File: src/rtl/snake_pkg.sv
// Shared types and constants for the snake game engine.
// Board cells are addressed as a packed {y,x} position.
package snake_pkg;

  localparam int BOARD_W = 32;
  localparam int BOARD_H = 16;

  localparam logic [3:0] CELL_EMPTY = 4'd0;
  localparam logic [3:0] CELL_BODY  = 4'd1;
  localparam logic [3:0] CELL_FOOD  = 4'd2;

  typedef enum logic [1:0] {
    DIR_RIGHT = 2'd0,
    DIR_LEFT  = 2'd1,
    DIR_UP    = 2'd2,
    DIR_DOWN  = 2'd3
  } dir_t;

  typedef enum logic [3:0] {
    S_CLEAR,
    S_INIT,
    S_IDLE,
    S_READ,
    S_CHECK,
    S_GROW,
    S_MOVE,
    S_ERASE,
    S_FOOD_RD,
    S_FOOD_CHK,
    S_DEAD
  } state_t;

  typedef struct packed {
    logic [3:0] y;
    logic [4:0] x;
  } pos_t;

  // x^9 + x^5 + 1 Fibonacci step
  function automatic logic [8:0] lfsr_step(
    input logic [8:0] s
  );
    return {s[7:0], s[8] ^ s[4]};
  endfunction

endpackage

File: src/rtl/snake_if.sv
// Board RAM port bundle: write port plus synchronous read port.
// master = game engine, slave = dual-port board RAM.
interface snake_if;
  logic       wr_en;
  logic [4:0] wr_x;
  logic [3:0] wr_y;
  logic [3:0] wr_data;
  logic [4:0] rd_x;
  logic [3:0] rd_y;
  logic [3:0] rd_data;

  modport master (
    output wr_en, wr_x, wr_y, wr_data,
    output rd_x, rd_y,
    input  rd_data
  );

  modport slave (
    input  wr_en, wr_x, wr_y, wr_data,
    input  rd_x, rd_y,
    output rd_data
  );
endinterface

File: src/rtl/snake_pos_fifo.sv
// Body position FIFO: tail at the read side, head is the last push.
// A push while full is accepted only together with a pop.
module snake_pos_fifo
  import snake_pkg::*;
#(
  parameter int DEPTH = 64
) (
  input  logic                       clk,
  input  logic                       rst_n,
  input  logic                       clear,
  input  logic                       push,
  input  logic                       pop,
  input  pos_t                       din,
  output logic                       full,
  output logic                       empty,
  output logic [$clog2(DEPTH):0]     count,
  output pos_t                       head,
  output pos_t                       tail
);

  localparam int AW = $clog2(DEPTH);

  pos_t          mem [DEPTH];
  logic [AW-1:0] wr_ptr;
  logic [AW-1:0] rd_ptr;
  logic          do_push;
  logic          do_pop;

  assign full    = count == (AW+1)'(DEPTH);
  assign empty   = count == '0;
  assign do_pop  = pop && !empty;
  assign do_push = push && (!full || do_pop);
  assign tail    = mem[rd_ptr];

  always_ff @(posedge clk) begin
    if (do_push && !clear)
      mem[wr_ptr] <= din;
  end

  always_ff @(posedge clk or negedge rst_n) begin
    if (!rst_n) begin
      wr_ptr <= '0;
      rd_ptr <= '0;
      count  <= '0;
      head   <= '0;
    end else if (clear) begin
      wr_ptr <= '0;
      rd_ptr <= '0;
      count  <= '0;
    end else begin
      if (do_push) begin
        wr_ptr <= wr_ptr + AW'(1);
        head   <= din;
      end
      if (do_pop)
        rd_ptr <= rd_ptr + AW'(1);
      unique case ({do_push, do_pop})
        2'b10:   count <= count + (AW+1)'(1);
        2'b01:   count <= count - (AW+1)'(1);
        default: count <= count;
      endcase
    end
  end

endmodule

File: src/rtl/snake_engine.sv
// Snake game logic: owns the 32x16 board RAM write port.
// SNAKE_WRAP_EN: head wraps at the edges instead of hitting walls.
module snake_engine
  import snake_pkg::*;
#(
  parameter int         MAX_LEN   = 64,
  parameter logic [8:0] LFSR_SEED = 9'h1A5
) (
  input  logic       clk,
  input  logic       rst_n,
  input  logic       tick,
  input  logic       restart,
  input  logic [1:0] dir,
  snake_if.master    ram,
  output logic       busy,
  output logic       game_over,
  output logic [6:0] length
);

  localparam int CW = $clog2(MAX_LEN) + 1;

  state_t        state;
  dir_t          cur_dir;
  dir_t          eff_dir;
  pos_t          nxt;
  pos_t          nh;
  pos_t          food_pos;
  pos_t          head;
  pos_t          tail;
  pos_t          init_pos;
  pos_t          fifo_din;
  pos_t          wr_pos;
  pos_t          rd_pos;
  logic [3:0]    wr_data_q;
  logic          wr_en_q;
  logic [8:0]    clr_cnt;
  logic [1:0]    init_idx;
  logic [8:0]    lfsr;
  logic          ate;
  logic          early_pop;
  logic          wall;
  logic          push;
  logic          pop;
  logic          full;
  logic          empty;
  logic [CW-1:0] count;

  assign eff_dir  = ((dir ^ cur_dir) == 2'b01) ? cur_dir : dir_t'(dir);
  assign init_pos = '{y: 4'd8, x: 5'd4 + {3'd0, init_idx}};

  always_comb begin
    nh   = head;
    wall = 1'b0;
    unique case (eff_dir)
      DIR_RIGHT: nh.x = head.x + 5'd1;
      DIR_LEFT:  nh.x = head.x - 5'd1;
      DIR_UP:    nh.y = head.y - 4'd1;
      default:   nh.y = head.y + 4'd1;
    endcase
`ifndef SNAKE_WRAP_EN
    unique case (eff_dir)
      DIR_RIGHT: wall = head.x == 5'(BOARD_W - 1);
      DIR_LEFT:  wall = head.x == 5'd0;
      DIR_UP:    wall = head.y == 4'd0;
      default:   wall = head.y == 4'(BOARD_H - 1);
    endcase
`endif
  end

  // At capacity a plain move pops together with its push
  assign push = (state == S_INIT) || (state == S_GROW)
             || (state == S_MOVE);
  assign pop  = !empty && (((state == S_MOVE) && full)
             || ((state == S_ERASE) && !early_pop));
  assign fifo_din = (state == S_INIT) ? init_pos : nxt;

  snake_pos_fifo #(
    .DEPTH (MAX_LEN)
  ) u_fifo (
    .clk   (clk),
    .rst_n (rst_n),
    .clear (restart),
    .push  (push),
    .pop   (pop),
    .din   (fifo_din),
    .full  (full),
    .empty (empty),
    .count (count),
    .head  (head),
    .tail  (tail)
  );

  always_ff @(posedge clk or negedge rst_n) begin
    if (!rst_n)
      lfsr <= LFSR_SEED;
    else
      lfsr <= lfsr_step(lfsr);
  end

  always_ff @(posedge clk or negedge rst_n) begin
    if (!rst_n) begin
      state     <= S_CLEAR;
      cur_dir   <= DIR_RIGHT;
      nxt       <= '0;
      food_pos  <= '0;
      clr_cnt   <= '0;
      init_idx  <= '0;
      ate       <= 1'b0;
      early_pop <= 1'b0;
      wr_en_q   <= 1'b0;
      wr_pos    <= '0;
      wr_data_q <= CELL_EMPTY;
      rd_pos    <= '0;
      busy      <= 1'b1;
      game_over <= 1'b0;
    end else begin
      wr_en_q <= 1'b0;
      if (restart) begin
        state     <= S_CLEAR;
        clr_cnt   <= '0;
        init_idx  <= '0;
        busy      <= 1'b1;
        game_over <= 1'b0;
      end else begin
        unique case (state)
          S_CLEAR: begin
            wr_en_q   <= 1'b1;
            wr_pos    <= clr_cnt;
            wr_data_q <= CELL_EMPTY;
            clr_cnt   <= clr_cnt + 9'd1;
            if (clr_cnt == 9'd511)
              state <= S_INIT;
          end
          S_INIT: begin
            wr_en_q   <= 1'b1;
            wr_pos    <= init_pos;
            wr_data_q <= CELL_BODY;
            init_idx  <= init_idx + 2'd1;
            cur_dir   <= DIR_RIGHT;
            if (init_idx == 2'd2) begin
              state    <= S_FOOD_RD;
              rd_pos   <= lfsr;
              food_pos <= lfsr;
            end
          end
          S_IDLE: begin
            if (tick) begin
              cur_dir <= eff_dir;
              if (wall) begin
                state     <= S_DEAD;
                game_over <= 1'b1;
              end else begin
                state  <= S_READ;
                nxt    <= nh;
                rd_pos <= nh;
                busy   <= 1'b1;
              end
            end
          end
          S_READ: state <= S_CHECK;
          S_CHECK: begin
            if (ram.rd_data == CELL_BODY) begin
              state     <= S_DEAD;
              game_over <= 1'b1;
              busy      <= 1'b0;
            end else begin
              wr_en_q   <= 1'b1;
              wr_pos    <= nxt;
              wr_data_q <= CELL_BODY;
              ate       <= ram.rd_data == CELL_FOOD;
              if (ram.rd_data == CELL_FOOD && !full)
                state <= S_GROW;
              else
                state <= S_MOVE;
            end
          end
          S_GROW: begin
            state    <= S_FOOD_RD;
            rd_pos   <= lfsr;
            food_pos <= lfsr;
          end
          S_MOVE: begin
            wr_en_q   <= 1'b1;
            wr_pos    <= tail;
            wr_data_q <= CELL_EMPTY;
            early_pop <= full;
            state     <= S_ERASE;
          end
          S_ERASE: begin
            if (ate) begin
              state    <= S_FOOD_RD;
              rd_pos   <= lfsr;
              food_pos <= lfsr;
            end else begin
              state <= S_IDLE;
              busy  <= 1'b0;
            end
          end
          S_FOOD_RD: state <= S_FOOD_CHK;
          S_FOOD_CHK: begin
            // last INIT body write lands on the same edge as the read
            if (ram.rd_data == CELL_EMPTY && food_pos != head) begin
              wr_en_q   <= 1'b1;
              wr_pos    <= food_pos;
              wr_data_q <= CELL_FOOD;
              state     <= S_IDLE;
              busy      <= 1'b0;
            end else begin
              state    <= S_FOOD_RD;
              rd_pos   <= lfsr;
              food_pos <= lfsr;
            end
          end
          S_DEAD: state <= S_DEAD;
          default: state <= S_CLEAR;
        endcase
      end
    end
  end

  assign ram.wr_en   = wr_en_q;
  assign ram.wr_x    = wr_pos.x;
  assign ram.wr_y    = wr_pos.y;
  assign ram.wr_data = wr_data_q;
  assign ram.rd_x    = rd_pos.x;
  assign ram.rd_y    = rd_pos.y;
  assign length      = 7'(count);

endmodule

File: src/flat_wrapper.sv
// flat-port wrapper written by rule: the top's interface ports become plain ports
module snake_engine_flat import snake_pkg::*;
#(
  parameter int         MAX_LEN   = 64,
  parameter logic [8:0] LFSR_SEED = 9'h1A5
)
  (clk, rst_n, tick, restart, dir, busy, game_over, length, ram_wr_en, ram_wr_x, ram_wr_y, ram_wr_data, ram_rd_x, ram_rd_y, ram_rd_data);
  snake_if ram_i ();
  input  logic clk;
  input  logic rst_n;
  input  logic tick;
  input  logic restart;
  input  logic [1:0] dir;
  output logic busy;
  output logic game_over;
  output logic [6:0] length;
  output wire logic [$bits(ram_i.wr_en)-1:0] ram_wr_en;
  output wire logic [$bits(ram_i.wr_x)-1:0] ram_wr_x;
  output wire logic [$bits(ram_i.wr_y)-1:0] ram_wr_y;
  output wire logic [$bits(ram_i.wr_data)-1:0] ram_wr_data;
  output wire logic [$bits(ram_i.rd_x)-1:0] ram_rd_x;
  output wire logic [$bits(ram_i.rd_y)-1:0] ram_rd_y;
  input wire logic [$bits(ram_i.rd_data)-1:0] ram_rd_data;
  assign ram_wr_en = ram_i.wr_en;
  assign ram_wr_x = ram_i.wr_x;
  assign ram_wr_y = ram_i.wr_y;
  assign ram_wr_data = ram_i.wr_data;
  assign ram_rd_x = ram_i.rd_x;
  assign ram_rd_y = ram_i.rd_y;
  assign ram_i.rd_data = ram_rd_data;
  snake_engine #(.MAX_LEN(MAX_LEN), .LFSR_SEED(LFSR_SEED)) u_core (.clk(clk), .rst_n(rst_n), .tick(tick), .restart(restart), .dir(dir), .ram(ram_i), .busy(busy), .game_over(game_over), .length(length));
endmodule
File: config.mk
export PLATFORM = sky130hd
export DESIGN_NAME = snake_engine_flat
export DESIGN_NICKNAME = d
export VERILOG_FILES = /design/src/rtl/snake_pkg.sv /design/src/rtl/snake_if.sv /design/src/rtl/snake_pos_fifo.sv /design/src/rtl/snake_engine.sv /design/src/flat_wrapper.sv
export SDC_FILE = /design/constraint.sdc
export NUM_CORES = 1
export LEC_CHECK = 0
export ABC_AREA = 1
export CELL_PAD_IN_SITES_DETAIL_PLACEMENT = 0
export CELL_PAD_IN_SITES_GLOBAL_PLACEMENT = 1
export CORE_ASPECT_RATIO = 1.25
export CORE_MARGIN = 1
export CORE_UTILIZATION = 40
export DETAILED_ROUTE_END_ITERATION = 6
export HOLD_SLACK_MARGIN = 0.12
export PLACE_DENSITY = 0.66
export SKIP_CTS_REPAIR_TIMING = 1
export SLEW_MARGIN = 20
export SYNTH_ARGS = -nofsm -noshare
export SYNTH_HDL_FRONTEND = slang
export SYNTH_HIERARCHICAL = 1
export SYNTH_SLANG_ARGS = --single-unit
export TNS_END_PERCENT = 5
File: constraint.sdc
create_clock -name clk -period 3.9 [get_ports clk]
set_clock_uncertainty 0.1 [all_clocks]
set_input_delay 1.17 -clock clk [delete_from_list [all_inputs] [get_ports clk]]
set_output_delay 1.17 -clock clk [all_outputs]
set_load 0.02 [all_outputs]
==> flow_summary_export.csv, run 1 <==
group,metric,value,unit
outcome,status,"finished, violations left",
outcome,violations,"DRC",
synthesis,ys_async_sr_fraction,0.144,
pwr,pwr-share-comb,0.130,
clocking,cts_tree,"built",
pwr,vdd_drop_max,0.324,mV
setup_path,r2r-start,"u_core/state[1]",
cells_and_area,utilization,0.467,
die,io_pins,42,
synthesis,avgSynthCellArea,10.3,sq um
pwr,netSwitchingFraction,0.266,
setup_path,arrival,3.82,ns
clocking,ctsLongestPathBuffers,3,
setup_path,crit_path_end_kind,"register",
global_routing,met1_usage,0.279,
sta,period_share,0.927,
cells_and_area,fin_cells,3948,
sta,period_needed,3.62,ns
clocking,cts.sinks,673,
synthesis,yosys_warnings,6,
sta,finalSetupTns,0,ns
setup_path,path_buf_inv,5,
job,drv_cap,0,
cells_and_area,final_area,33700,sq um
setup_path,crit_chain,"inv_1 -> nor2_1 -> nand2_1 -> inv_1 -> nand2_1 -> a21oi_1 -> inv_1 -> a21oi_2 -> nand2_2 -> inv_4 -> nand4_2 -> nor2_1 -> buf_4",
clocking,cts_buffers,68,
cells_and_area,area_growth,15.2,%
synthesis,yosys_most_used_dff,"edfxtp_1",
route,via_per_inst,5.22,
global_routing,met3_usage,0.0226,
setup_path,cp_slowest_cell,"nand4_2",
sta,slew_headroom,0.359,
sta,worst_pin_slew,0.961,ns
placed_design,place.gp.congestion,0.871,
synthesis,ys_seq_area_frac,0.674,
global_routing,grt_pass1_vias,20604,
placed_design,dp.cells,3822,
setup_path,worstSetupStartpointType,"register",
global_routing,grt_first_pass_wirelength,125,mm
sta,rsz0062_at_grt,"no",
setup_path,path_delay_family,"simple AND/OR/NAND/NOR gates",
global_routing,gr-total-overflow,0,
setup_path,critPathLaunch,"u_core/state[1]",
sta,maxSlewViolCount,0,
global_routing,grt.busiest_layer,"met2",
route,drc,2,
route,wl_per_cell,20.8,um
synthesis,netlist_instances,2836,
setup_path,required,4.10,ns
pwr,power.density,528,nW/um^2
clocking,cts-root-buf,"clkbuf_16",
setup_path,crit_fanout,18,
pwr,seq_power_share,0.493,
cells_and_area,antenna_cells,0,
route,dr_total_vias,20592,
global_routing,grtUsageMet2,0.391,
cells_and_area,nNetsFinal,2968,
synthesis,netlist_area,29300,sq um
route,first_iter_violations,1495,
die,coreArea,72300,sq um
pwr,p_clk_frac,0.378,
clocking,cts-htree-levels,3,
worst_hold_path,hold_path.class,"reg2reg",
synthesis,synthTopCellsByArea,"edfxtp_1, nand2_1, dfrtp_1",
die,start_util,0.405,
cells_and_area,layout-drive-gt1-share,0.0995,
global_routing,antenna_found_initial,0,
sta,fin_ws,0.284,ns
clocking,worstSkewPairLatency,0.60,ns
synthesis,synth_common_cells,"nand2_1, edfxtp_1, nor2_1",
synthesis,yosysTopAreaCell,"edfxtp_1",
synthesis,synth_edf_count,576,
placed_design,place_ws,0.115,ns
synthesis,yosysTopAreaCellShare,0.591,
pwr,p_leak,13.0,nW
global_routing,grt_max_degree,102,
route,ant_nets,0,
pwr,p_switching,4.73,mW
setup_path,crit_top_cell,"inv_1",
synthesis,synth_seq_cells,673,
pwr,power,17.8,mW
worst_hold_path,min_from,"u_core/lfsr[7]",
synthesis,synth_cell_types,50,
global_routing,track_usage,0.222,
die,core.rowCount,110,
route,wl,82.2,mm
die,die_w,244,um
route,firstDrtPassIters,7,
sta,hold_viol,0,
die,die-area,74300,sq um
pwr,power.internal,13.1,mW
setup_path,crit_type,"reg2reg",
die,die_y,305,um
synthesis,synth.most_common_cell,"nand2_1",
sta,max_freq,277,MHz
setup_path,r2r_slack,0.28,ns
placed_design,place_area,31400,sq um
clocking,clkSlewWorstSetupHoldPaths,0.06,ns
sta,setup_violations,0,
placed_design,dp_hpwl,52.0,mm
setup_path,slowest_delay,0.54,ns
placed_design,port_buffers,39,
sta,fin_hold_ws,0.267,ns
[power groups by stage]
stage               registers, mW  logic [mW]  clock network [mW]
floorplan                    8.93        1.14                   0
global placement             8.92        2.31                   0
detailed placement           8.93        2.34                   0
CTS                          8.78        2.35                6.88
global route                 8.79        2.52                7.14
finish                       8.78        2.31                6.73
[logic make-up (layout without fill, tap and decap cells)]
family          after synthesis  count (layout)  synth area share
compound gates              267             267            0.0479
xor+xnor                     11              11           0.00329
simple gates               1601            1601             0.227
other cells                   1               2          0.000128
flops                       673             673             0.674
fa+ha+maj                    18              18           0.00846
buf+inv                     265             424            0.0394
[routing by layer]
layer | routed length (um) | up-vias
met2 | 41500 | 534
met4 | 2920 | 0
li1 | - | 9840
met1 | 34400 | 10076
met5 | 0 | -
met3 | 3410 | 142
[registers in the layout (all words and copies together), names as in the netlist, 5 cells and up]
signal,cells
u_core/u_fifo/mem,576
u_core/clr_cnt,9
u_core/food_pos,9
u_core/lfsr,9
u_core/nxt,9
u_core/u_fifo/head,9
u_core/u_fifo/count,7
u_core/u_fifo/rd_ptr,6
u_core/u_fifo/wr_ptr,6
u_core/ram.rd_x,5
u_core/ram.wr_x,5
[path summary, 6_finish.rpt]
| kind | endpoint | cells past startpoint |
|---|---|---|
| setup / recovery | u_core/u_fifo/mem[17][2] | 13 |
| hold / removal | u_core/lfsr[8] | 0 |
| setup reg to reg | u_core/u_fifo/mem[17][2] | 13 |
| hold reg to reg | u_core/lfsr[8] | 0 |
| max in group asynchronous | u_core/lfsr[8] | 2 |
| min in group asynchronous | u_core/ate | 1 |
[cells in the final DEF (no fill, tap or decap), drive strengths merged, types with 3 or more instances in the layout]
cell             n
nand2          835
edfxtp         576
nor2           398
nand3          312
o21ai          183
buf            135
inv            125
clkbuf          92
dfrtp           91
a21oi           65
clkdlybuf4s50   38
nor3            31
clkinv          23
ha              15
nand4           14
bufinv           8
or2              7
xnor2            7
dfstp            6
o22ai            5
xor2             4
clkinvlp         3
fa               3
[worst reg2reg max path, stage by stage, from the launching register on]
cell     delay (ns)
dfrtp_1        0.43
inv_1          0.06
nor2_1         0.22
nand2_1        0.24
inv_1          0.13
nand2_1        0.07
a21oi_1        0.27
inv_1          0.11
a21oi_2        0.32
nand2_2        0.12
inv_4          0.20
nand4_2        0.55
nor2_1         0.28
buf_4          0.22
[area by class of cell]
| class | count | area [sq um] |
|---|---|---|
| Clock buffer | 92 | 1890 |
| Clock inverter | 34 | 423 |
| Fill cell | 6713 | 38500 |
| Inverter | 125 | 480 |
| Multi-Input combinational cell | 1899 | 8450 |
| Sequential cell | 673 | 19700 |
| Tap cell | 952 | 1190 |
| Timing Repair Buffer | 173 | 1570 |
(Power assumes the default switching activity.)
==> run 2, diff against run 1 <==
Settings changed: CELL_PAD_IN_SITES_DETAIL_PLACEMENT 0 to default, CELL_PAD_IN_SITES_GLOBAL_PLACEMENT 1 to default, PLACE_DENSITY 0.66 to 0.55, TNS_END_PERCENT 5 to default.
==> flow_summary_export.csv, run 2 (synthesis results as in run 1) <==
group,metric,value,unit
pwr,power,17.3,mW
clocking,worstSkewPairLatency,0.62,ns
global_routing,antenna_found_initial,0,
clocking,clkSlewWorstSetupHoldPaths,0.06,ns
route,drc,0,
setup_path,arrival,3.81,ns
setup_path,cp_slowest_cell,"nor2_1",
clocking,ctsLongestPathBuffers,3,
route,firstDrtPassIters,6,
clocking,cts-htree-levels,3,
die,die-area,74300,sq um
cells_and_area,nNetsFinal,2963,
sta,finalSetupTns,0,ns
global_routing,grt_first_pass_wirelength,123,mm
setup_path,required,4.12,ns
clocking,cts-root-buf,"clkbuf_16",
cells_and_area,layout_common_cells,"nand2_1, edfxtp_1, nor2_1",
sta,hold_viol,0,
placed_design,dp.cells,3818,
placed_design,port_buffers,39,
route,wl_per_cell,20.3,um
global_routing,gr-total-overflow,0,
cells_and_area,multi_input_area,8450,sq um
route,ant_nets,0,
placed_design,place.gp.congestion,0.908,
route,wl,80.0,mm
setup_path,slowest_delay,0.45,ns
cells_and_area,layout-drive-gt1-share,0.0950,
route,dr_total_vias,20563,
setup_path,crit_fanout,6,
sta,period_share,0.921,
sta,worst_pin_slew,0.923,ns
sta,slew_headroom,0.382,
setup_path,crit_path_end_kind,"register",
clocking,cts_tree,"built",
die,core.rowCount,110,
die,start_util,0.405,
die,io_pins,42,
sta,rsz0062_at_grt,"no",
global_routing,grt_max_degree,88,
setup_path,crit_chain,"inv_2 -> nor2_4 -> nand2_1 -> or2_2 -> a21oi_1 -> inv_1 -> a21oi_2 -> nand2_2 -> inv_4 -> nand4_2 -> nor2_1 -> buf_4",
pwr,p_leak,12.9,nW
setup_path,crit_type,"reg2reg",
global_routing,track_usage,0.217,
global_routing,grt_pass1_vias,20361,
sta,maxSlewViolCount,0,
clocking,cts_buffers,67,
die,die_y,305,um
setup_path,worstSetupStartpointType,"register",
die,coreArea,72300,sq um
cells_and_area,largest_reg_flops,576,
die,die_w,244,um
placed_design,dp_hpwl,50.7,mm
outcome,status,"completed",
cells_and_area,area_growth,14.5,%
sta,setup_violations,0,
route,via_per_inst,5.22,
sta,period_needed,3.59,ns
clocking,cts.sinks,673,
route,first_iter_violations,1840,
sta,max_freq,279,MHz
cells_and_area,seq_area,19700,sq um
pwr,power.density,517,nW/um^2
cells_and_area,largest_register,"u_core/u_fifo/mem",
cells_and_area,mostFrequentLayoutCell,"nand2_1",
worst_hold_path,hold_path.class,"reg2reg",
cells_and_area,fin_cells,3942,
cells_and_area,nFillCells,6708,
cells_and_area,antenna_cells,0,
pwr,vdd_drop_max,0.363,mV
job,drv_cap,0,
[run 2: cell count changes in the layout (fill, tap and decap cells not counted), sizes merged]
cell / previous run / this run
clkinvlp: 3 / 2
buf: 135 / 131
clkinv: 23 / 28
clkbuf: 92 / 89
bufinv: 8 / 3
inv: 125 / 127
[run 2: area by class of cell]
type                    instances  share of cell area
well taps                     952              0.0355
inverters                     125              0.0143
clock inverters                35             0.00810
clock buffers                  89              0.0546
flip-flops and latches        673               0.589
multi-input cells            1899               0.252
repair buffers                169              0.0467
[run 2: through the flow]
stage	hold WS, ns	worst slack, ns	util	instance area (sq um)
after floorplan	0.254	0.848	-	29300
after global placement	0.258	0.238	0.435	31400
final	0.272	0.310	0.464	33500
after global routing	0.276	0.164	0.464	33500
after CTS	0.272	0.345	0.464	33500
after detailed placement	0.263	0.238	0.435	31400
[run 2: worst max-delay path, delay by kind of cell, from the launching register on]
kind | cells | cell delay (ns)
simple gates | 6 | 1.63
compound gates | 2 | 0.58
buf+inv | 4 | 0.56
flops | 1 | 0.43
[run 2: final timing paths]
kind / from / endpoint / slack [ns] / cells past startpoint
min in group asynchronous: rst_n / u_core/ram.rd_y[2] / 0.51 / 1
max in group asynchronous: rst_n / u_core/lfsr[0] / 2.38 / 2
max reg2reg: u_core/state[2] / u_core/u_fifo/mem[57][0] / 0.31 / 12
max: u_core/state[2] / u_core/u_fifo/mem[57][0] / 0.31 / 12
min reg2reg: u_core/lfsr[7] / u_core/lfsr[8] / 0.27 / 0
min: u_core/lfsr[7] / u_core/lfsr[8] / 0.27 / 0
[run 2: routing by layer]
| layer | track usage | up-vias | wire (um) |
|---|---|---|---|
| li1 | - | 9809 | - |
| met1 | 0.287 | 9991 | 34100 |
| met2 | 0.360 | 608 | 38700 |
| met3 | 0.0257 | 155 | 3920 |
| met4 | 0.0922 | 0 | 3240 |
| met5 | 0 | - | 0 |
[run 2: where the power goes]
group	total, mW	switching [mW]	leakage [nW]	internal [mW]
clock network	6.27	2.75	1.03	3.53
registers	8.76	0.163	6.44	8.60
logic	2.31	1.78	5.42	0.527
total	17.3	4.69	12.9	12.7
